[src/rtl/muxreg_hs.sv]
// NCH:1 load-muxed output register with valid/ready backpressure and explicit or round-robin select.
// Define MUXREG_PARITY_EN to add the registered q_par output (even parity of q).
module muxreg_hs #(
   parameter int unsigned WIDTH = 16,
   parameter int unsigned NCH   = 8,
   parameter int unsigned SELW  = 3
) (
   input  logic                   CLK,
   input  logic                   RSTN,
   input  logic [NCH*WIDTH-1:0]   d,
   input  logic                   load,
   output logic                   load_ready,
   input  logic                   mode,
   input  logic [SELW-1:0]        sel,
   output logic [WIDTH-1:0]       q,
   output logic [SELW-1:0]        q_ch,
   output logic                   q_valid,
   input  logic                   q_ready,
   output logic [SELW-1:0]        rr_ptr,
`ifdef MUXREG_PARITY_EN
   output logic                   q_par,
`endif
   output logic                   sel_err
);

   localparam int unsigned LAST_CH = NCH - 1;

   logic [WIDTH-1:0] r_q;
   logic [SELW-1:0]  r_q_ch;
   logic             r_q_valid;
   logic [SELW-1:0]  r_rr_ptr;
   logic             r_sel_err;

   logic             w_load_ready;
   logic             w_sel_ok;
   logic             w_acc;
   logic             w_bad_sel;
   logic [SELW-1:0]  w_ch;
   logic [WIDTH-1:0] w_data;
   logic [SELW-1:0]  w_rr_next;

   // Accept/select decode; the data mux only covers real channels so an
   // out-of-range index can never reach past the top of d.
   always_comb begin
      w_load_ready = !r_q_valid || q_ready;
      w_sel_ok     = (32'(sel) < NCH);
      w_acc        = load && w_load_ready && (mode || w_sel_ok);
      w_bad_sel    = load && w_load_ready && !mode && !w_sel_ok;
      w_ch         = mode ? r_rr_ptr : sel;
      w_data       = '0;
      for (int unsigned k = 0; k < NCH; k++) begin
         if (w_ch == SELW'(k)) w_data = d[k*WIDTH +: WIDTH];
      end
      w_rr_next    = (r_rr_ptr == SELW'(LAST_CH)) ? '0 : r_rr_ptr + SELW'(1);
   end

   always_ff @(posedge CLK) begin
      if (!RSTN) begin
         r_q       <= '0;
         r_q_ch    <= '0;
         r_q_valid <= 1'b0;
         r_rr_ptr  <= '0;
         r_sel_err <= 1'b0;
      end else begin
         r_sel_err <= w_bad_sel;
         if (w_acc) begin
            r_q       <= w_data;
            r_q_ch    <= w_ch;
            r_q_valid <= 1'b1;
            if (mode) r_rr_ptr <= w_rr_next;
         end else if (r_q_valid && q_ready) begin
            r_q_valid <= 1'b0;
         end
      end
   end

`ifdef MUXREG_PARITY_EN
   logic r_q_par;

   always_ff @(posedge CLK) begin
      if (!RSTN)      r_q_par <= 1'b0;
      else if (w_acc) r_q_par <= ^w_data;
   end

   assign q_par = r_q_par;
`endif

   assign load_ready = w_load_ready;
   assign q          = r_q;
   assign q_ch       = r_q_ch;
   assign q_valid    = r_q_valid;
   assign rr_ptr     = r_rr_ptr;
   assign sel_err    = r_sel_err;

endmodule

[config.mk]
export PLATFORM = sky130hd
export DESIGN_NAME = muxreg_hs
export DESIGN_NICKNAME = d
export VERILOG_FILES = /design/src/rtl/muxreg_hs.sv
export SDC_FILE = /design/constraint.sdc
export NUM_CORES = 1
export LEC_CHECK = 0
export CAP_MARGIN = 20
export CORE_UTILIZATION = 31
export DETAILED_ROUTE_END_ITERATION = 16
export PLACE_DENSITY = 0.78
export SLEW_MARGIN = 20
export SYNTH_ARGS = -nofsm -noshare
export SYNTH_HDL_FRONTEND = slang
export SYNTH_SLANG_ARGS = --single-unit
export TNS_END_PERCENT = 20
[constraint.sdc]
create_clock -name CLK -period 3 [get_ports CLK]
set_input_delay 0.9 -clock CLK [delete_from_list [all_inputs] [get_ports CLK]]
set_output_delay 0.9 -clock CLK [all_outputs]
set_load 0.1 [all_outputs]
# Yosys cells after proc, flatten, opt, wreduce, memory -nomap -nowiden
# Cells that the tools add are included.
# word_totals
word_cells	32
in_bits	136
out_inout_bits	25
ff_bits	23
# op_classes
mux	12
eq_ne	8
n_reduce_logical	7
add_sub_neg	1
# ops
cell	count
$mux W16	8
$eq A3 B3 Y1 const B	5
$eq A3 B2 Y1 const B	2
$mux W3	2
$add A3 B1 Y3 const B	1
$eq A3 B1 Y1 const B	1
$logic_not A3 Y1	1
$logic_and A1 B1 Y1	2
$mux W1	2
$reduce_and A2 Y1	1
$reduce_bool A2 Y1	1
$logic_not A1 Y1	1
$logic_or A1 B1 Y1	1

# Depth between registers and ports, before layout
# Gate-level depths: netlist of run 1.
# logic_depth
depth_word	10
mapped_depth	8
ltp_nobuf	5

# Worst setup path after synthesis of run 1
# Ideal clock, no wire load.
# synth_timing
path_type	register to register
start	register r_q_valid, in the netlist q_valid
end	register r_q[4], in the netlist q[4]
path_stages_with_launch	7
path_slack_ps	-119
arrival_ps	2997
setup_ps	122
required_ps	2878
period_less_slack_ps	3119
cell_sequence	dfxtp_1 > nand2b_1 > and2_1 > nand3_1 > clkbuf_1 > nor4_1 > a221o_1
# synth_between
elab_chain_len	3
# synth_rtl
item	line	text
start, declared	30	logic r_q_valid;
start signal, assigned	61	r_q_valid <= 1'b0;
start signal, assigned	69	r_q_valid <= 1'b1;
start signal, assigned	72	r_q_valid <= 1'b0;
$logic_not A1 Y1	45	w_load_ready = !r_q_valid || q_ready;
$logic_or A1 B1 Y1	45	
named net load_ready	12	output logic load_ready,
$logic_and A1 B1 Y1	--	
end signal, assigned	67	r_q <= w_data;
end, declared	28	logic [WIDTH-1:0] r_q;
# The timed path passes the listed nets, and every way through them passes these cells.
# A chain may end at the register's enable or synchronous reset.

# Worst setup path in the final report of run 1
# layout_timing
start	input mode
end	register r_q[3], in the netlist q[3]
# layout_between
elab_chain_len	10
word_cells_on_any_way	17
classes_between	eq/ne: 7; mux: 9; reduce/logical: 1
# layout_rtl
item	line	text
start, declared	13	input logic mode,
$mux W3 (*)	49	w_ch = mode ? r_rr_ptr : sel;
$logic_not A3 Y1	52	if (w_ch == SELW'(k)) w_data = d[k*WIDTH +: WIDTH];
$mux W16 (7 in a row)	52	
$mux W16 (*)	52	
# Mark *: on every way between the ends. The rest lies on a longest branch, timed or not.

==> impl_metrics.env, run 1 <==
export IMPL_worst_pin_slew_ns=0.9056
export IMPL_yosys_top_cells_area="dfxtp_1 (24%), a221o_1 (6.2%), nor2_1 (6.0%)"
export IMPL_synth_cell_type_count=44
export IMPL_routed_wl_um=8015
export IMPL_drt_iter0_markers=123
export IMPL_power_mw=1.258
export IMPL_synth_most_common_cell="nor2_1"
export IMPL_pwr_share_comb=0.562
export IMPL_cp_required_ns=3.21
export IMPL_grt_usage=0.2385
export IMPL_cts_made_buffers=3
export IMPL_grt_remaining_overflow=0
export IMPL_synth_top_cell_area_share=0.2387
export IMPL_drc_errors=0
export IMPL_cts_htree_levels=1
export IMPL_fin_crit_sh=0.9262
export IMPL_cts_setup_buffers=0
export IMPL_leakagePower_nw=1.500
export IMPL_grt_pass1_vias=2597
export IMPL_max_cap_violations=0
export IMPL_cts_hold_buf=0
export IMPL_setup_viol=0
export IMPL_diodes=0
export IMPL_swShare=0.4062
export IMPL_worstSetupPathType="input port to flop"
export IMPL_drv_slew=0
export IMPL_die_x_um=80.89
export IMPL_crit_fanout=12
export IMPL_netSwitchingPower_uw=511.2
export IMPL_grt_max_degree=37
export IMPL_start_util=0.3239
export IMPL_max_stage_delay_ns=0.70
export IMPL_maxSlewHeadroom=0.3941
export IMPL_ant_nets=0
export IMPL_clk_pin_slew_ns=0.09
export IMPL_period_minus_slack_ns=2.779
export IMPL_vias=2615
export IMPL_cts_root_buffer="clkbuf_8"
export IMPL_synthFlopType="dfxtp_1"
export IMPL_final_nets=550
export IMPL_tns_ns=0
export IMPL_syn_nets=384
export IMPL_p_per_area_nw_per_um2=336.7
export IMPL_io_pins=161
export IMPL_fin_util=0.6275
export IMPL_coreArea_um2=5956
export IMPL_die_h_um=80.89
export IMPL_cts_resized=0
export IMPL_cp_arrival_ns=2.98
export IMPL_rsz0062_at_grt="no"
export IMPL_internal_power_uw=747.3
export IMPL_dpl_cell_area_um2=3692
export IMPL_multi_input_area_um2=1340
export IMPL_gp_congestion=0.7946
export IMPL_fin_skew_ns=0.006337
export IMPL_pwr_share_seq=0.278
export IMPL_crit_slowest_cell="nor2_1"
export IMPL_fp_dieArea_um2=6543
export IMPL_antenna_found_initial=0
export IMPL_end_kind="flop"
export IMPL_synth_warnings=0
export IMPL_async_reset_ff_frac=0
export IMPL_cp_cell_sequence="clkdlybuf4s50_1, buf_12, mux2i_1, a21oi_1, nor2_1, a221o_1"
export IMPL_drive_above_1_share=0.1849
export IMPL_dp_cells=482
export IMPL_vias_per_cell=5.381
export IMPL_clockBufferDepth=2
export IMPL_cts_sinks=23
export IMPL_status="completed"
export IMPL_fillCellCount=558
export IMPL_design_area_um2=3737
export IMPL_hold_viol=0
export IMPL_insertion_delay_ns=0.26
export IMPL_cts_tree="built"
export IMPL_areaGrowthSynthToFinish_pct=93.71
export IMPL_seqCellArea_um2=460.4
export IMPL_synthTopCellsByCount="nor2_1 (31), dfxtp_1 (23), a21oi_1 (21)"
export IMPL_grt_pass1_wl_um=12000
export IMPL_dr_pass1_iters=4
export IMPL_vdd_drop_max_v=0.0002654
export IMPL_fin_cells=486
export IMPL_fmax_ghz=0.3599
export IMPL_avgSynthCellArea_um2=7.843
export IMPL_start_kind="input port"
export IMPL_synth_seq_area_share=0.2387
export IMPL_hpwlAfterDp_um=6288
export IMPL_p_clk_frac=0.160
export IMPL_yosysTopAreaCell="dfxtp_1"
export IMPL_synth_area_um2=1929
export IMPL_synthCells=246
export IMPL_io_buffer_count=159
export IMPL_hold_class="flop to flop"
export IMPL_synth_edff_count=0
export IMPL_rows=28
export IMPL_synth_seq_cells=23
export IMPL_avgRoutedWirePerCell_um=16.49
-- cell usage in the layout (no fill, tap or decap), types with 7 or more instances in the layout --
| master | n |
|---|---|
| dfxtp_1 | 23 |
| a221o_1 | 12 |
| nor3_1 | 13 |
| mux2_2 | 8 |
| nand3_1 | 11 |
| nand2_1 | 19 |
| mux2_4 | 7 |
| nor4_1 | 12 |
| o22ai_1 | 18 |
| nor2_1 | 31 |
| a21oi_1 | 21 |
| clkdlybuf4s50_1 | 135 |
| buf_4 | 42 |
-- per-stage QoR --
step	hold slack, ns	setup WS [ns]
global route	0.4828	0.06077
floorplan	0.8864	0.2316
detailed placement	0.4407	-0.03857
global placement	0.4365	-0.009489
CTS	0.4619	0.2250
finish	0.4580	0.2214
-- final timing paths --
check,start,endpoint,slack (ns),depth (start not counted)
min,q[14],q[14],0.46,2
max,mode,q[3],0.22,6
min reg2reg,q[14],q[14],0.46,2
max reg2reg,rr_ptr[0],q[8],1.10,6
-- power by group through the flow --
stage	clock (mW)	sequential, mW	combinational (mW)
after detailed placement	0	0.356	0.706
after CTS	0.206	0.350	0.709
after floorplan	0	0.548	0.211
final	0.202	0.350	0.707
after global placement	0	0.357	0.699
after global routing	0.215	0.353	0.745
-- routing by layer --
metal | part of all wire | vias to the layer above | global-route usage
met1 | 0.39 | 1205 | 0.2874
met2 | 0.51 | 125 | 0.4445
met3 | 0.088 | 4 | 0.03596
met4 | 0.0064 | 0 | 0.04464
li1 | - | 1281 | -
met5 | 0 | - | 0
-- flip-flops by register name, indices dropped and copies added (netlist names) --
name	count
q	16
q_ch	3
rr_ptr	3
q_valid	1
-- cell type report --
cell class,count,share of cell area
Multi-Input combinational cell,198,0.3586
Timing Repair Buffer,183,0.4781
Clock buffer,4,0.01205
Tap cell,75,0.02511
Sequential cell,23,0.1232
Inverter,3,0.003013
-- worst max-delay path: cells and delay by family --
family	cells	cell delay (ns)
mux	1	0.30
compound gates	2	0.41
buf+inv	2	0.66
simple gates	1	0.70
-- kinds of logic after synthesis --
| group | Yosys count | share of synthesized area |
|---|---|---|
| fa+ha+maj | 2 | 0.01297 |
| simple gates | 95 | 0.2322 |
| mux | 19 | 0.1284 |
| other cells | 1 | 0.001944 |
| buf+inv | 25 | 0.06810 |
| compound gates | 81 | 0.3178 |
| flops | 23 | 0.2387 |
Note: power is estimated with default switching activity, not from simulation.
==> inputs of run 2 (changes only) <==
--- a/config.mk
+++ b/config.mk
@@ -10,3 +10,3 @@
 export DETAILED_ROUTE_END_ITERATION = 16
-export PLACE_DENSITY = 0.78
+export PLACE_DENSITY = 0.79
 export SLEW_MARGIN = 20
--- a/constraint.sdc
+++ b/constraint.sdc
@@ -3,2 +3,2 @@
 set_output_delay 0.9 -clock CLK [all_outputs]
-set_load 0.1 [all_outputs]
+set_load 0.05 [all_outputs]
==> run 2 against run 1 <==
Fmax down 2.1%. Global-route usage hardly changed. Wire length is 1.6% higher. Clock skew shrank 0.0022 ns. Count of clock-buffer cells in the layout shrank 1. Via count grew 3.6%. Clock power grew 2%. Sequential share of layout area fell by 0.21 points. First-iteration DRC count increased by 19%. Register-to-register slack hardly changed. Highest routed layer unchanged. Worst hold slack gained 0.010 ns. Utilization is 1.1 points higher. Largest power group unchanged.
==> impl_metrics.env, run 2 (synthesis gave the netlist of run 1 again) <==
export IMPL_fp_dieArea_um2=6543
export IMPL_setup_viol=0
export IMPL_leakagePower_nw=1.471
export IMPL_cp_required_ns=3.22
export IMPL_cts_tree="built"
export IMPL_tns_ns=0
export IMPL_status="completed"
export IMPL_drv_slew=0
export IMPL_dr_pass1_iters=4
export IMPL_worstSetupPathType="input port to flop"
export IMPL_grt_max_degree=23
export IMPL_vias_per_cell=5.540
export IMPL_io_pins=161
export IMPL_largest_register_ffs=16
export IMPL_cts_sinks=23
export IMPL_start_kind="input port"
export IMPL_hpwlAfterDp_um=6369
export IMPL_worst_pin_slew_ns=0.9629
export IMPL_clockBufferDepth=2
export IMPL_insertion_delay_ns=0.27
export IMPL_top_layer="met4"
export IMPL_ant_nets=0
export IMPL_hold_worst_slack_ns=0.4681
export IMPL_antenna_found_initial=0
export IMPL_dr_wl_met3_um=696
export IMPL_vias=2709
export IMPL_netSwitchingPower_uw=413.2
export IMPL_drc_errors=0
export IMPL_cp_arrival_ns=3.06
export IMPL_drt_met1_wl_um=3253
export IMPL_io_buffer_count=159
export IMPL_grt_pass1_vias=2490
export IMPL_maxSlewHeadroom=0.3557
export IMPL_internal_power_uw=754.7
export IMPL_clk_pin_slew_ns=0.09
export IMPL_areaGrowthSynthToFinish_pct=97.15
export IMPL_crit_fanout=12
export IMPL_crit_slowest_cell="nor2_1"
export IMPL_wl_met2_um=4088
export IMPL_pwr_share_seq=0.299
export IMPL_period_minus_slack_ns=2.838
export IMPL_pwr_share_comb=0.523
export IMPL_hold_class="flop to flop"
export IMPL_cts_root_buffer="clkbuf_8"
export IMPL_grt_remaining_overflow=0
export IMPL_cts_setup_buffers=0
export IMPL_max_stage_delay_ns=0.75
export IMPL_coreArea_um2=5956
export IMPL_grt_pass1_wl_um=12020
export IMPL_p_per_area_nw_per_um2=307.1
export IMPL_rows=28
export IMPL_die_x_um=80.89
export IMPL_end_kind="flop"
export IMPL_avgRoutedWirePerCell_um=16.66
export IMPL_final_nets=553
export IMPL_swShare=0.3538
export IMPL_hold_viol=0
export IMPL_grt_usage=0.2389
export IMPL_die_h_um=80.89
export IMPL_drive_above_1_share=0.1353
export IMPL_diodes=0
export IMPL_fin_crit_sh=0.9461
export IMPL_cts_resized=0
export IMPL_max_cap_violations=0
export IMPL_cts_made_buffers=3
export IMPL_p_clk_frac=0.177
export IMPL_drt_iter0_markers=146
export IMPL_fin_skew_ns=0.004180
export IMPL_start_util=0.3239
export IMPL_cp_cell_sequence="clkdlybuf4s50_1, buf_12, mux2i_4, a21oi_1, nor2_1, a221o_1"
export IMPL_fmax_ghz=0.3523
export IMPL_routed_wl_um=8145
export IMPL_cts_hold_buf=0
export IMPL_gp_congestion=0.7393
export IMPL_power_mw=1.168
export IMPL_fin_util=0.6387
export IMPL_rsz0062_at_grt="no"
export IMPL_cts_htree_levels=1
export IMPL_vdd_drop_max_v=0.0001773
export IMPL_final_common_cell="clkdlybuf4s50_1"
export IMPL_final_cell_mix="clkdlybuf4s50_1 (158), nor2_1 (31), buf_4 (23), dfxtp_1 (23), a21oi_1 (21)"
-- run 2: final cells by class --
| cell class | count | area (um2) |
|---|---|---|
| sequential | 23 | 460.4 |
| clock inverter | 1 | 5.005 |
| timing repair buffer | 186 | 1854 |
| clock buffer | 3 | 41.29 |
| multi-input combinational | 198 | 1338 |
| fill | 544 | 2152 |
| inverter | 3 | 11.26 |
| tap | 75 | 93.84 |
-- run 2: layer usage --
metal / vias up / global-route usage
met5: - / 0
met4: 0 / 0.06071
met3: 12 / 0.04157
met2: 140 / 0.4244
met1: 1264 / 0.2951
li1: 1293 / -
-- run 2: stage by stage --
stage | instance area, um2 | instances | setup slack [ns]
after CTS | 3804 | 489 | 0.1821
after global placement | 3757 | 485 | -0.03098
final | 3804 | 489 | 0.1616
after global routing | 3804 | 489 | 0.03017
after detailed placement | 3757 | 485 | -0.08537
after floorplan | 1929 | 246 | 0.4940
-- run 2: power by group through the flow --
| stage | Combinational, mW | Clock, mW | Sequential (mW) |
|---|---|---|---|
| 5_1_grt | 0.646 | 0.225 | 0.353 |
| 4_1_cts | 0.611 | 0.208 | 0.350 |
| 3_5_place_dp | 0.608 | 0 | 0.356 |
| 2_1_floorplan | 0.205 | 0 | 0.448 |
| 3_3_place_gp | 0.601 | 0 | 0.356 |
| 6_report | 0.611 | 0.207 | 0.350 |
-- run 2: worst max-delay path, delay by kind of cell --
| family | cells | cell delay [ns] |
|---|---|---|
| AO/OA/AOI/OAI | 2 | 0.42 |
| buffers and inverters | 2 | 0.66 |
| multiplexers | 1 | 0.33 |
| AND/OR/NAND/NOR | 1 | 0.75 |
-- run 2: final timing paths --
path / start / endpoint / slack, ns / depth (start not counted)
worst min register to register: q[14] / q[14] / 0.47 / 2
worst max register to register: rr_ptr[0] / q[3] / 1.10 / 6
worst min-delay path: q[14] / q[14] / 0.47 / 2
worst max-delay path: mode / q[4] / 0.16 / 6
==> inputs of run 3 (changes only) <==
- CORE_ASPECT_RATIO: unset -> 0.8
==> run 3 against run 2 <==
Clock power fell by 5%. Combinational power fell by 1%. Critical path depth unchanged. Largest power group unchanged. Critical path type unchanged. Fmax increased by 3.3%. Sequential cell count stayed put. Sequential share of layout area grew 0.10 points. Critical endpoint is now q[10]. Wire length is 1.8% lower. Highest routed layer unchanged. Via count is 3.4% lower.
==> impl_metrics.env, run 3 (synthesis gave the netlist of run 1 again) <==
export IMPL_largest_register_ffs=16
export IMPL_seqCellArea_um2=460.4
export IMPL_start_util=0.3246
export IMPL_vias=2617
export IMPL_wl_met2_um=3899
export IMPL_cts_setup_buffers=0
export IMPL_worstSetupPathType="input port to flop"
export IMPL_hold_worst_slack_ns=0.4674
export IMPL_io_pins=161
export IMPL_drt_met1_wl_um=3367
export IMPL_tns_ns=0
export IMPL_clockBufferDepth=2
export IMPL_grt_pass1_wl_um=12680
export IMPL_cp_required_ns=3.21
export IMPL_worst_pin_slew_ns=0.8790
export IMPL_rsz0062_at_grt="no"
export IMPL_start_kind="input port"
export IMPL_cts_tree="built"
export IMPL_grt_max_degree=37
export IMPL_drt_iter0_markers=65
export IMPL_dr_pass1_iters=4
export IMPL_leakagePower_nw=1.444
export IMPL_cts_made_buffers=3
export IMPL_grt_usage=0.2410
export IMPL_cts_hold_buf=0
export IMPL_maxSlewHeadroom=0.4118
export IMPL_cts_htree_levels=1
export IMPL_status="completed"
export IMPL_p_per_area_nw_per_um2=304.5
export IMPL_areaGrowthSynthToFinish_pct=95.53
export IMPL_fmax_ghz=0.3641
export IMPL_coreArea_um2=5943
export IMPL_clk_pin_slew_ns=0.08
export IMPL_cts_root_buffer="clkbuf_8"
export IMPL_rows=25
export IMPL_drive_above_1_share=0.1222
export IMPL_drc_errors=0
export IMPL_die_x_um=90.20
export IMPL_io_buffer_count=159
export IMPL_setup_viol=0
export IMPL_ant_nets=0
export IMPL_dr_wl_met3_um=669
export IMPL_gp_congestion=0.8261
export IMPL_avgRoutedWirePerCell_um=16.32
export IMPL_grt_pass1_vias=2598
export IMPL_hpwlAfterDp_um=6267
export IMPL_insertion_delay_ns=0.26
export IMPL_fin_util=0.6347
export IMPL_hold_viol=0
export IMPL_fin_skew_ns=0.002774
export IMPL_fillCellCount=530
export IMPL_vdd_drop_max_v=0.0001593
export IMPL_routed_wl_um=7999
export IMPL_cts_resized=0
export IMPL_fp_dieArea_um2=6545
export IMPL_hold_class="flop to flop"
export IMPL_die_h_um=72.56
export IMPL_diodes=0
export IMPL_final_cell_mix="clkdlybuf4s50_1 (158), nor2_1 (31), dfxtp_1 (23)"
export IMPL_top_layer="met4"
export IMPL_final_common_cell="clkdlybuf4s50_1"
export IMPL_crit_fanout=12
export IMPL_fin_crit_sh=0.9155
export IMPL_final_nets=548
export IMPL_end_kind="flop"
export IMPL_grt_remaining_overflow=0
export IMPL_cts_sinks=23
export IMPL_drv_slew=0
export IMPL_max_cap_violations=0
export IMPL_antenna_found_initial=0
export IMPL_period_minus_slack_ns=2.746
export IMPL_vias_per_cell=5.341
export IMPL_cp_arrival_ns=2.96
export IMPL_multi_input_area_um2=1338
[run 3: changes by cell type in the layout (fill, tap and decap cells not counted), sizes merged]
| cell | delta |
|---|---|
| clkbuf | +1 |
| clkinv | -1 |
| buf | -5 |
[run 3: worst paths after layout]
kind | depth (start not counted) | end | from | slack (ns)
setup / recovery | 6 | q[10] | mode | 0.25
hold / removal | 2 | q[14] | q[14] | 0.47
setup reg to reg | 5 | q[14] | rr_ptr[1] | 1.14
hold reg to reg | 2 | q[14] | q[14] | 0.47
[run 3: routing by layer]
metal  up-vias  global-route usage
met5         -                   0
met4         0             0.04301
met3         4             0.05660
met2       126              0.4411
met1      1210              0.2929
li1       1277                   -
[run 3: where the power goes]
part           leakage (nW)  total, mW  switching [mW]  internal [mW]
combinational          1.23      0.604           0.279          0.325
clock                0.0228      0.196           0.101         0.0948
sequential            0.190      0.349          0.0168          0.332
total                  1.44       1.15           0.396          0.752
[run 3: through the flow]
stage | worst slack (ns) | power, mW | std cells | cell area, um2
floorplan | 0.4940 | 0.6527 | 246 | 1929
global placement | 0.03177 | 0.9515 | 486 | 3727
detailed placement | -0.06599 | 0.9585 | 486 | 3727
CTS | 0.1937 | 1.160 | 490 | 3772
global route | 0.04409 | 1.209 | 490 | 3772
finish | 0.2535 | 1.149 | 490 | 3772
[run 3: area by class of cell]
type | count | share of cell area
clock buffer | 4 | 0.01194
inverter | 3 | 0.002985
multi-input combinational | 198 | 0.3546
sequential | 23 | 0.1221
tap | 81 | 0.02687
timing repair buffer | 181 | 0.4816
[run 3: critical path: stages]
cell and delay [ns]:
clkdlybuf4s50_1 0.51, buf_12 0.15, mux2i_1 0.34, a21oi_1 0.10, nor2_1 0.68, a221o_1 0.27
